$ cat src/rtl/izhikevich_synapse.sv
// Spike-receiving synapse producing the input current of an Izhikevich neuron.
// Spikes arrive on a valid/ready handshake into a 4-deep index FIFO. Each time
// step decays the current by DECAY, then adds the weight of every queued spike
// in arrival order, one float32 add per cycle.
//
// Ports:
//   clk, rst          clock, asynchronous active-low reset
//   spike_valid/idx   offered spike and its presynaptic index (selects W0..W3)
//   spike_ready       FIFO accepts a spike this cycle
//   step              one-cycle pulse advancing one time step
//   i_syn             synaptic current (float32), registered
//   i_valid           one-cycle pulse: i_syn holds a completed step
//   busy              step in progress
//   step_ovf          sticky: a step request was dropped
module izhikevich_synapse #(
   parameter logic [31:0] W0    = 32'h3F800000,
   parameter logic [31:0] W1    = 32'h3F800000,
   parameter logic [31:0] W2    = 32'h3F800000,
   parameter logic [31:0] W3    = 32'h3F800000,
   parameter logic [31:0] DECAY = 32'h3F666666
) (
   input  logic        clk,
   input  logic        rst,
   input  logic        spike_valid,
   input  logic [1:0]  spike_idx,
   output logic        spike_ready,
   input  logic        step,
   output logic [31:0] i_syn,
   output logic        i_valid,
   output logic        busy,
   output logic        step_ovf
);

   // Round-to-nearest-even and pack. m carries the hidden bit at [23] and a
   // spare carry bit at [24]; results below the normal range flush to zero.
   function automatic logic [31:0] fpack(input logic s, input logic signed [9:0] e_in,
                                         input logic [24:0] m_in, input logic g,
                                         input logic st);
      logic signed [9:0] e;
      logic [24:0]       m;
      e = e_in;
      m = m_in;
      if (g && (st || m[0])) m = m + 25'd1;
      if (m[24]) begin
         m = m >> 1;
         e = e + 10'sd1;
      end
      if (e >= 10'sd255) return {s, 8'hFF, 23'h0};
      if (e <= 10'sd0 || !m[23]) return {s, 31'h0};
      return {s, e[7:0], m[22:0]};
   endfunction

   // Float32 multiply (combinational).
   function automatic logic [31:0] fmul(input logic [31:0] a, input logic [31:0] b);
      logic              s;
      logic [47:0]       p;
      logic signed [9:0] e;
      s = a[31] ^ b[31];
      if ((a[30:23] == 8'hFF && a[22:0] != 23'h0) || (b[30:23] == 8'hFF && b[22:0] != 23'h0))
         return 32'h7FC00000;
      if (a[30:23] == 8'hFF || b[30:23] == 8'hFF)
         return (a[30:23] == 8'h00 || b[30:23] == 8'h00) ? 32'h7FC00000 : {s, 8'hFF, 23'h0};
      if (a[30:23] == 8'h00 || b[30:23] == 8'h00) return {s, 31'h0};
      p = {24'h0, 1'b1, a[22:0]} * {24'h0, 1'b1, b[22:0]};
      e = $signed({2'b00, a[30:23]}) + $signed({2'b00, b[30:23]}) - 10'sd127;
      if (p[47])
         return fpack(s, e + 10'sd1, {1'b0, p[47:24]}, p[23], |p[22:0]);
      return fpack(s, e, {1'b0, p[46:23]}, p[22], |p[21:0]);
   endfunction

   // Float32 add (combinational). Three extra low bits hold guard/round/sticky.
   function automatic logic [31:0] fadd(input logic [31:0] a, input logic [31:0] b);
      logic [31:0]       x, y;
      logic [7:0]        d;
      logic [26:0]       mx, my, r;
      logic [53:0]       sh;
      logic [27:0]       sum;
      logic [4:0]        lz;
      logic signed [9:0] e;
      if ((a[30:23] == 8'hFF && a[22:0] != 23'h0) || (b[30:23] == 8'hFF && b[22:0] != 23'h0))
         return 32'h7FC00000;
      if (a[30:23] == 8'hFF)
         return (b[30:23] == 8'hFF && a[31] != b[31]) ? 32'h7FC00000 : a;
      if (b[30:23] == 8'hFF) return b;
      if (a[30:23] == 8'h00) return (b[30:23] == 8'h00) ? {a[31] & b[31], 31'h0} : b;
      if (b[30:23] == 8'h00) return a;
      // x is the operand of larger magnitude; the result takes its sign
      if (a[30:0] >= b[30:0]) begin
         x = a;
         y = b;
      end else begin
         x = b;
         y = a;
      end
      d  = x[30:23] - y[30:23];
      mx = {1'b1, x[22:0], 3'b000};
      my = {1'b1, y[22:0], 3'b000};
      if (d >= 8'd27) my = 27'd1;
      else begin
         sh = {my, 27'h0} >> d;
         my = {sh[53:28], sh[27] | (|sh[26:0])};
      end
      e = $signed({2'b00, x[30:23]});
      if (x[31] == y[31]) begin
         sum = {1'b0, mx} + {1'b0, my};
         if (sum[27]) begin
            r = {sum[27:2], sum[1] | sum[0]};
            e = e + 10'sd1;
         end else r = sum[26:0];
      end else begin
         r = mx - my;
         if (r == 27'h0) return 32'h0;
         lz = 5'd0;
         for (int i = 0; i < 27; i++) if (r[i]) lz = 5'(26 - i);
         r = r << lz;
         e = e - $signed({5'b00000, lz});
      end
      return fpack(x[31], e, {1'b0, r[26:3]}, r[2], r[1] | r[0]);
   endfunction

   typedef enum logic [1:0] {S_IDLE, S_DECAY, S_DRAIN, S_DONE} state_t;

   state_t      state;
   logic [1:0]  fifo [4];
   logic [1:0]  wp, rp;
   logic [2:0]  cnt;
   logic        pending;
   logic        push, pop;
   logic [31:0] w_head, prod, sum;

   assign spike_ready = rst && (cnt != 3'd4) && (state != S_DRAIN);
   assign push        = spike_valid && spike_ready;
   assign pop         = (state == S_DRAIN);
   assign busy        = (state != S_IDLE);

   always_comb begin
      case (fifo[rp])
         2'd0:    w_head = W0;
         2'd1:    w_head = W1;
         2'd2:    w_head = W2;
         default: w_head = W3;
      endcase
   end

   assign prod = fmul(i_syn, DECAY);
   assign sum  = fadd(i_syn, w_head);

   // Index storage needs no reset: it is only read behind a nonzero count.
   always_ff @(posedge clk) begin
      if (push) fifo[wp] <= spike_idx;
   end

   always_ff @(posedge clk or negedge rst) begin
      if (!rst) begin
         state    <= S_IDLE;
         wp       <= 2'd0;
         rp       <= 2'd0;
         cnt      <= 3'd0;
         pending  <= 1'b0;
         step_ovf <= 1'b0;
         i_syn    <= 32'h0;
         i_valid  <= 1'b0;
      end else begin
         i_valid <= 1'b0;
         // One step may wait behind the running one; a further one is lost.
         // A step arriving in IDLE together with a pending one stays pending.
         if (state == S_IDLE) pending <= step && pending;
         else if (step) begin
            if (pending) step_ovf <= 1'b1;
            else         pending  <= 1'b1;
         end
         case (state)
            S_IDLE: if (step || pending) state <= S_DECAY;
            S_DECAY: begin
               i_syn <= prod;
               if (cnt != 3'd0) state <= S_DRAIN;
               else begin
                  state   <= S_DONE;
                  i_valid <= 1'b1;
               end
            end
            // Pushes are blocked here, so the count at entry fixes the length.
            S_DRAIN: begin
               i_syn <= sum;
               rp    <= rp + 2'd1;
               if (cnt == 3'd1) begin
                  state   <= S_DONE;
                  i_valid <= 1'b1;
               end
            end
            default: state <= S_IDLE;
         endcase
         if (push) wp <= wp + 2'd1;
         cnt <= cnt + {2'b00, push} - {2'b00, pop};
      end
   end

endmodule

$ cat config.mk
export PLATFORM = sky130hd
export DESIGN_NAME = izhikevich_synapse
export DESIGN_NICKNAME = d
export VERILOG_FILES = /design/src/rtl/izhikevich_synapse.sv
export SDC_FILE = /design/constraint.sdc
export NUM_CORES = 1
export LEC_CHECK = 0
export ABC_AREA = 0
export CAP_MARGIN = 20
export CORE_MARGIN = 2
export CORE_UTILIZATION = 40
export DETAILED_ROUTE_END_ITERATION = 12
export GPL_TIMING_DRIVEN = 1
export PLACE_DENSITY = 0.62
export REMOVE_ABC_BUFFERS = 1
export SLEW_MARGIN = 20
export SYNTH_ARGS = -nofsm -noshare
export SYNTH_HDL_FRONTEND = slang
export SYNTH_SLANG_ARGS = --single-unit
$ cat constraint.sdc
create_clock -name clk -period 12 [get_ports clk]
set_clock_uncertainty 0.1 [all_clocks]
set_input_delay 1.2 -clock clk [delete_from_list [all_inputs] [get_ports clk]]
set_output_delay 1.2 -clock clk [all_outputs]
set_load 0.02 [all_outputs]
Yosys cells after proc, flatten, opt, wreduce, memory -nomap -nowiden
Cells that the tools add are included.
{"block": "word_totals", "elab_cells": 312, "latch_bits": 0, "mem_bits_rw": 0, "ff_bits": 40, "mem_bits_ro": 0, "output_inout_bits": 36, "mem_count": 0}
{"block": "op_classes", "n_mux": 230, "addsub": 15, "n_div": 0, "order_cmp": 8, "multipliers": 1, "n_shift": 2, "reduce_logical": 32, "n_eq_ne": 13, "n_bitwise": 4}
{"operator": "2-to-1 mux 32 bit", "n": 43}
{"operator": "2-to-1 mux 25 bit", "n": 17}
{"operator": "2-to-1 mux 24 bit", "n": 17}
{"operator": "2-to-1 mux 27 bit", "n": 14}
{"operator": "2-to-1 mux 10 bit", "n": 24}
{"operator": "2-to-1 mux 5 bit", "n": 34}
{"operator": "adder 24 x 1 -> 25 bit, second input constant", "n": 3}
{"operator": "2-to-1 mux 1 bit", "n": 75}
{"operator": "one-hot mux 32 bit (2 select lines)", "n": 1}
{"operator": "right shift 54 x 8 -> 54 bit", "n": 1}
{"operator": "multiplier 24 x 23 -> 47 bit, second input constant", "n": 1}
{"operator": ">= comparator 31 x 30 -> 1 bit, second input constant", "n": 1}
{"operator": "adder 10 x 2 -> 10 bit, second input constant", "n": 3}
{"operator": ">= comparator 10 x 9 -> 1 bit, second input constant", "n": 3}
{"operator": "less-or-equal comparator 10 x 1 -> 1 bit, second input constant", "n": 3}
{"operator": "adder 27 x 27 -> 28 bit", "n": 1}
{"operator": "logical NOT 27 bit", "n": 1}
{"operator": "OR reduction 27 bit", "n": 1}
{"operator": "left shift 27 x 5 -> 27 bit", "n": 1}
{"operator": "subtractor 27 bit", "n": 1}
{"operator": "nonzero test 23 bit", "n": 1}
{"operator": "OR reduction 22 bit", "n": 1}
{"operator": "OR reduction 21 bit", "n": 1}
{"operator": "!= test 8 bit, second input constant", "n": 2}
{"operator": "other kinds (33)", "n": 55}

Depth between registers and ports, before layout
Gate-level depths: netlist of the first run.
{"block": "logic_depth", "ltp_word": 112, "mapped_depth": 47, "ltp_nobuf": 40}

Worst setup path after synthesis of the first run
No wires, ideal clock.
{"block": "synth_timing", "kind": "flip-flop to flip-flop", "startpoint": "reg i_syn[21]", "endpoint": "reg i_syn[24]", "stages_incl_launch_ff": 39, "arrival_ns": 9.755, "path_slack_ns": 2.067, "n_path_buf": 4, "setup_ns": 0.077, "required_ns": 11.823, "synth_period_minus_slack_ns": 9.933, "path_cell_list": "dfrtp_1 inv_1 ha_1 nand4_1 nor3_1 a21oi_1 a211o_1 or4b_1 o32a_1 nor4_4 and2_1 nor3_1 nand2b_1 clkbuf_1 inv_1 ha_1 and2_1 o211ai_1 (+3 left out) nand3_1 a2111o_1 and4_1 nand4_1 buf_2 a21oi_1 or2_2 o31ai_1 a21o_1 o221ai_1 or3b_1 buf_2 or3_1 buf_2 or4_1 xor2_1 or4b_1 a21oi_1"}
{"block": "synth_between", "elab_chain_cells": 96}
{"element": "start: declaration", "line_no": "28", "rtl": "output logic [31:0] i_syn,"}
{"element": "start signal: assignment", "line_no": "175", "rtl": "i_syn <= prod;"}
{"element": "start signal: assignment", "line_no": "184", "rtl": "i_syn <= sum;"}
{"element": "parallel branches: the longest is 95 deep, another holds >= comparator 31 x 30 -> 1 bit"}
{"element": "one-hot mux 32 bit (2 select lines) *", "line_no": "172", "rtl": "case (state)"}
Every way passes the cells marked *. The select of a mux whose other input is x is not followed.
A chain may end at the register's enable or synchronous reset.

Worst setup path in the final report of the first run
{"block": "layout_timing", "startpoint": "reg i_syn[0]", "endpoint": "reg i_syn[21]"}
Same word-level chain as after synthesis.

==> run_results.csv, run 1 <==
group,metric,value,unit
routing,drcViolationCount,0,
synthesis,synth_edf_count,0,
global_routing,grt_max_degree,58,
routing,drtIter0Drc,2979,
final_layout,layout-drive-gt1-share,6.58,%
synthesis,ys_ff_latch,40,
setup_path,start_kind,"flop",
clocking,post_cts_buffers,0,
clocking,cts.clk_slew.worst_paths,70,ps
clocking,clock_latency,290,ps
sta,setup_viol,0,
setup_path,r2r-start,"i_syn[0]$_DFFE_PN0P_",
clocking,clockBufferDepth,2,
synthesis,synthArstFlopShare,100,%
floorplanning,io_pins,42,
floorplanning,fp-row-count,91,
synthesis,syn_inst,3303,
setup_path,cp.arrival,11610,ps
sta,setup_tns,0,ps
run_status,status,"finished, final reports clean",
sta,finalCritPeriodShare,95.7,%
routing,dr.pass1.iters,7,
global_routing,grt_usage,29.0,%
synthesis,synth_area_per_cell,7.56,µm²
clocking,postCtsHoldBufs,0,
routing,wl_per_cell,22.3,µm
setup_path,criticalPathCategory,"flop to flop",
global_routing,antenna_found_initial,1,
final_layout,antenna_cells,0,
sta,hold_viol_final,0,
floorplanning,core_area,61700,µm²
global_routing,grt_overflow_total,0,
flow_run,max-cap-violations,0,
routing,vias,25600,
setup_path,rr_worst_depth,36,
routing,routed_wl,93000,µm
sta,slew_violations,0,
synthesis,synthTopCellsByArea,"fa_1 (17%), ha_1 (16%), inv_1 (5.6%)",
clocking,h-tree-depth,2,
final_layout,finalNetCount,3864,
setup_path,timing.rr.end,"i_syn[21]$_DFFE_PN0P_",
setup_path,cpPeakStageDelay,630,ps
setup_path,cpMostUsedCell,"nor3_1",
final_layout,final_common_cell,"inv_1",
placed_design,dp_hpwl,76200,µm
setup_path,regToRegSetupSlack,510,ps
synthesis,synth.lib_cells_used.distinct,108,
synthesis,yosysSeqAreaShare,4.01,%
floorplanning,dieArea,64400,µm²
clocking,cts_root_buffer,"clkbuf_16",
worst_hold_path,min_path_type,"flop to flop",
final_layout,final_cell_mix,"inv_1 (372), ha_1 (315), nor2_1 (270), nand2_1 (265), a21oi_1 (224)",
floorplanning,fp.dieW,254,µm
setup_path,crit_fanout,11,
routing,avgViaCountPerCell,6.15,
sta,fin_crit,11490,ps
worst_hold_path,hold_start,"step_ovf$_DFFE_PN0P_",
sta,fmax,87.1,MHz
clocking,cts_made_buffers,5,
worst_hold_path,worstHoldPathCells,1,
synthesis,synth.yosys.warnings,0,
clocking,cts_tree,"done",
sta,slew_headroom,25.7,%
setup_path,crit_required,12130,ps
synthesis,syn_area,25000,µm²
setup_path,cp-end-kind,"flop",
final_layout,syn2layout_area_growth,7.70,%
placed_design,portBuffers,39,
sta,rsz0062_at_grt,"false",
synthesis,synth_top_area_share,17.3,%
synthesis,synth_top_area_cell,"fa_1",
floorplanning,start_util,40.4,%
sta,tightest_slew,1100,ps
setup_path,slowest_stage,"dfrtp_1",
placed_design,place_congestion,1.04,
synthesis,synth_ff_type,"dfrtp_1",
floorplanning,die_h,254,µm
clocking,cts.sink_count,40,
clocking,cts_resized,0,
global_routing,grt_first_pass_wirelength,146000,µm
worst_hold_path,min_to,"step_ovf$_DFFE_PN0P_",
routing,ant_nets,0,
global_routing,grt_pass1_vias,24700,
-- cell usage after synthesis, drive strengths merged (34+ instances only) --
library cell	n
o21ai	180
and3	36
nor2	271
xnor2	112
ha	315
nand4	43
nand2	266
inv	374
clkbuf	104
buf	35
and2	34
dfrtp	40
a211oi	41
nor3	104
nand3	109
fa	216
a21oi	230
o211ai	47
mux2i	51
a31oi	43
xor2	47
a21o	44
-- through the flow --
stage               std cells  hold slack (ps)  util (%)  cell area (µm²)  setup WS, ps
floorplan                3164              371         -            24400           356
global placement         4157              368      43.3            26700           944
detailed placement       4157              361      43.3            26700           899
CTS                      4165              385      43.6            26900           841
global route             4165              403      43.6            26900          24.1
finish                   4165              379      43.6            26900           514
-- state kept, by name (all words and copies together), names as in the netlist --
register	flops
pending	1
state	2
i_syn	32
i_valid	1
cnt	3
step_ovf	1
-- metal layers --
metal	vias up	share of wire, %	global-route usage [%]
li1	11900	-	-
met1	12300	44	41.6
met2	1220	43	44.4
met3	166	9.5	5.02
met4	0	3.2	8.35
met5	-	0	0
-- area by class of cell --
class	instances	area (µm²)
sequential	40	1000
multi-input combinational	2749	22000
clock inverter	3	46.3
tap	837	1050
inverter	375	1410
fill	6477	34800
clock buffer	5	125
timing repair buffer	156	1280
-- worst max path at each step --
stage                                      from                    end  slack (ps)  cells past startpoint
after global routing       i_syn[3]$_DFFE_PN0P_  i_syn[15]$_DFFE_PN0P_          20                     34
after CTS                  i_syn[2]$_DFFE_PN0P_  i_syn[15]$_DFFE_PN0P_         840                     30
final                      i_syn[0]$_DFFE_PN0P_  i_syn[21]$_DFFE_PN0P_         510                     36
after floorplan           i_syn[23]$_DFFE_PN0P_  i_syn[24]$_DFFE_PN0P_         360                     33
after detailed placement   i_syn[2]$_DFFE_PN0P_  i_syn[15]$_DFFE_PN0P_         900                     34
after global placement     i_syn[2]$_DFFE_PN0P_  i_syn[15]$_DFFE_PN0P_         940                     32
-- cell families (layout without fill, tap and decap cells) --
logic type	count (synthesis)	count (layout)	synth area share [%]
DFF	40	40	4.01
muxes	72	72	3.22
xor gates and xnor gates	159	159	5.58
buffers and inverters	514	539	8.01
adders and majority gates	531	531	33.1
AOI/OAI and AO/OA	908	908	24.6
and+or+nand+nor	1079	1079	21.5
-- worst max-delay path: cells and delay by family (launching register included) --
kind | cells | cell delay [ps]
AND/OR/NAND/NOR | 15 | 4830
AO/OA/AOI/OAI | 13 | 4160
buffers and inverters | 4 | 690
flip-flops | 1 | 630
adder cells (fa/ha/maj) | 2 | 450
XOR/XNOR | 1 | 280
multiplexers | 1 | 240
Power of run 1 is left out: the tool's default activity adds up to more than one toggle a clock period on the data nets, which glitch-free logic cannot reach.
==> inputs of run 2 (changes only) <==
Settings changed: CELL_PAD_IN_SITES_DETAIL_PLACEMENT set to 1, CELL_PAD_IN_SITES_GLOBAL_PLACEMENT set to 2, PLACE_DENSITY 0.62 to 0.91.
Clock period 12 ns to 13.61 ns, I/O delays scaled along.
==> run_results.csv, run 2 (synthesis gave the netlist of run 1 again) <==
group,metric,value,unit
clocking,cts_resized,0,
routing,ant_nets,0,
run_status,status,"finished, final reports clean",
global_routing,grt_first_pass_wirelength,166000,µm
final_layout,finalNetCount,3829,
sta,setup_tns,0,ps
clocking,clock_latency,300,ps
clocking,cts_tree,"done",
final_layout,layout-drive-gt1-share,5.59,%
placed_design,portBuffers,39,
placed_design,pre_cts_slack,1100,ps
sta,fin_crit,13000,ps
sta,slew_headroom,24.9,%
setup_path,cp.arrival,13100,ps
final_layout,largest_reg_flops,32,
global_routing,antenna_found_initial,1,
clocking,post_cts_buffers,0,
setup_path,cpPeakStageDelay,690,ps
clocking,cts_made_buffers,5,
final_layout,fill_cells,7710,
global_routing,grt_max_degree,51,
floorplanning,start_util,40.4,%
routing,routed_wl,109000,µm
sta,slew_violations,0,
final_layout,reg_top3,"i_syn x32, cnt x3, state x2",
routing,drtIter0Drc,2769,
final_layout,final_cells,4131,
clocking,h-tree-depth,2,
floorplanning,io_pins,42,
final_layout,final_cell_mix,"inv_1 (372), ha_1 (315), nor2_1 (270), nand2_1 (265), a21oi_1 (224)",
worst_hold_path,worstHoldPathCells,1,
setup_path,crit_required,13710,ps
placed_design,dp_cells,4121,
global_routing,grt_overflow_total,0,
routing,drcViolationCount,0,
setup_path,crit_fanout,24,
sta,setup_viol,0,
routing,wl_per_cell,26.3,µm
flow_run,max-cap-violations,0,
sta,hold_viol_final,0,
placed_design,place_congestion,1.03,
sta,tightest_slew,1130,ps
clocking,cts.clk_slew.worst_paths,70,ps
sta,rsz0062_at_grt,"false",
setup_path,slowest_stage,"nor3_1",
clocking,postCtsHoldBufs,0,
placed_design,dp_hpwl,89200,µm
clocking,clockBufferDepth,2,
final_layout,fin_util,43.1,%
floorplanning,fp.dieW,254,µm
clocking,cts_root_buffer,"clkbuf_16",
sta,fmax,76.9,MHz
routing,dr.pass1.iters,5,
floorplanning,die_h,254,µm
routing,avgViaCountPerCell,6.50,
final_layout,regMostFlops,"i_syn",
floorplanning,fp-row-count,91,
routing,vias,26800,
setup_path,rr_worst_depth,34,
global_routing,grt_pass1_vias,27500,
setup_path,criticalPathCategory,"flop to flop",
floorplanning,dieArea,64400,µm²
final_layout,final_common_cell,"inv_1",
sta,finalCritPeriodShare,95.5,%
global_routing,grt_usage,33.3,%
sta,layout_setup_ws,610,ps
final_layout,syn2layout_area_growth,6.59,%
clocking,cts.sink_count,40,
setup_path,cp-end-kind,"flop",
worst_hold_path,min_path_type,"flop to flop",
setup_path,start_kind,"flop",
floorplanning,core_area,61700,µm²
## run 2: worst paths after layout
path | start | slack, ps | to
worst max-delay path | i_syn[23]$_DFFE_PN0P_ | 610 | i_syn[1]$_DFFE_PN0P_
worst min-delay path | step_ovf$_DFFE_PN0P_ | 400 | step_ovf$_DFFE_PN0P_
worst max register to register | i_syn[23]$_DFFE_PN0P_ | 610 | i_syn[1]$_DFFE_PN0P_
worst min register to register | step_ovf$_DFFE_PN0P_ | 400 | step_ovf$_DFFE_PN0P_
max in group asynchronous | rst | 11600 | i_syn[23]$_DFFE_PN0P_
min in group asynchronous | rst | 1110 | step_ovf$_DFFE_PN0P_
## run 2: cell type report
cell class / count / area (µm²) / share of cell area, %
Antenna cell: 1 / 2.50 / 0.00941
Clock buffer: 5 / 125 / 0.470
Clock inverter: 3 / 46.3 / 0.174
Inverter: 375 / 1410 / 5.29
Multi-Input combinational cell: 2749 / 22000 / 82.6
Sequential cell: 40 / 1000 / 3.77
Tap cell: 837 / 1050 / 3.94
Timing Repair Buffer: 121 / 998 / 3.75
## run 2: routing by layer
metal	wire (µm)	track usage (%)	vias up
met5	0	0	-
met4	3630	9.92	0
met3	8690	4.59	239
met2	49100	53.6	1224
met1	47200	46.3	13600
li1	-	-	11800
## run 2: metrics by stage
| stage | hold WS, ps | cell area, µm² |
|---|---|---|
| 5_1_grt | 425 | 26600 |
| 6_report | 399 | 26600 |
| 4_1_cts | 404 | 26600 |
| 3_3_place_gp | 361 | 26400 |
| 3_5_place_dp | 384 | 26400 |
| 2_1_floorplan | 371 | 24400 |
## run 2: worst max-delay path: cells and delay by family (launching register included)
kind,cells,cell delay [ps]
xor+xnor,1,230
flops,1,630
mux,1,240
fa+ha+maj,1,290
buf+inv,3,840
compound gates,12,4100
simple gates,16,6410
Power of run 2 is left out for the same reason.
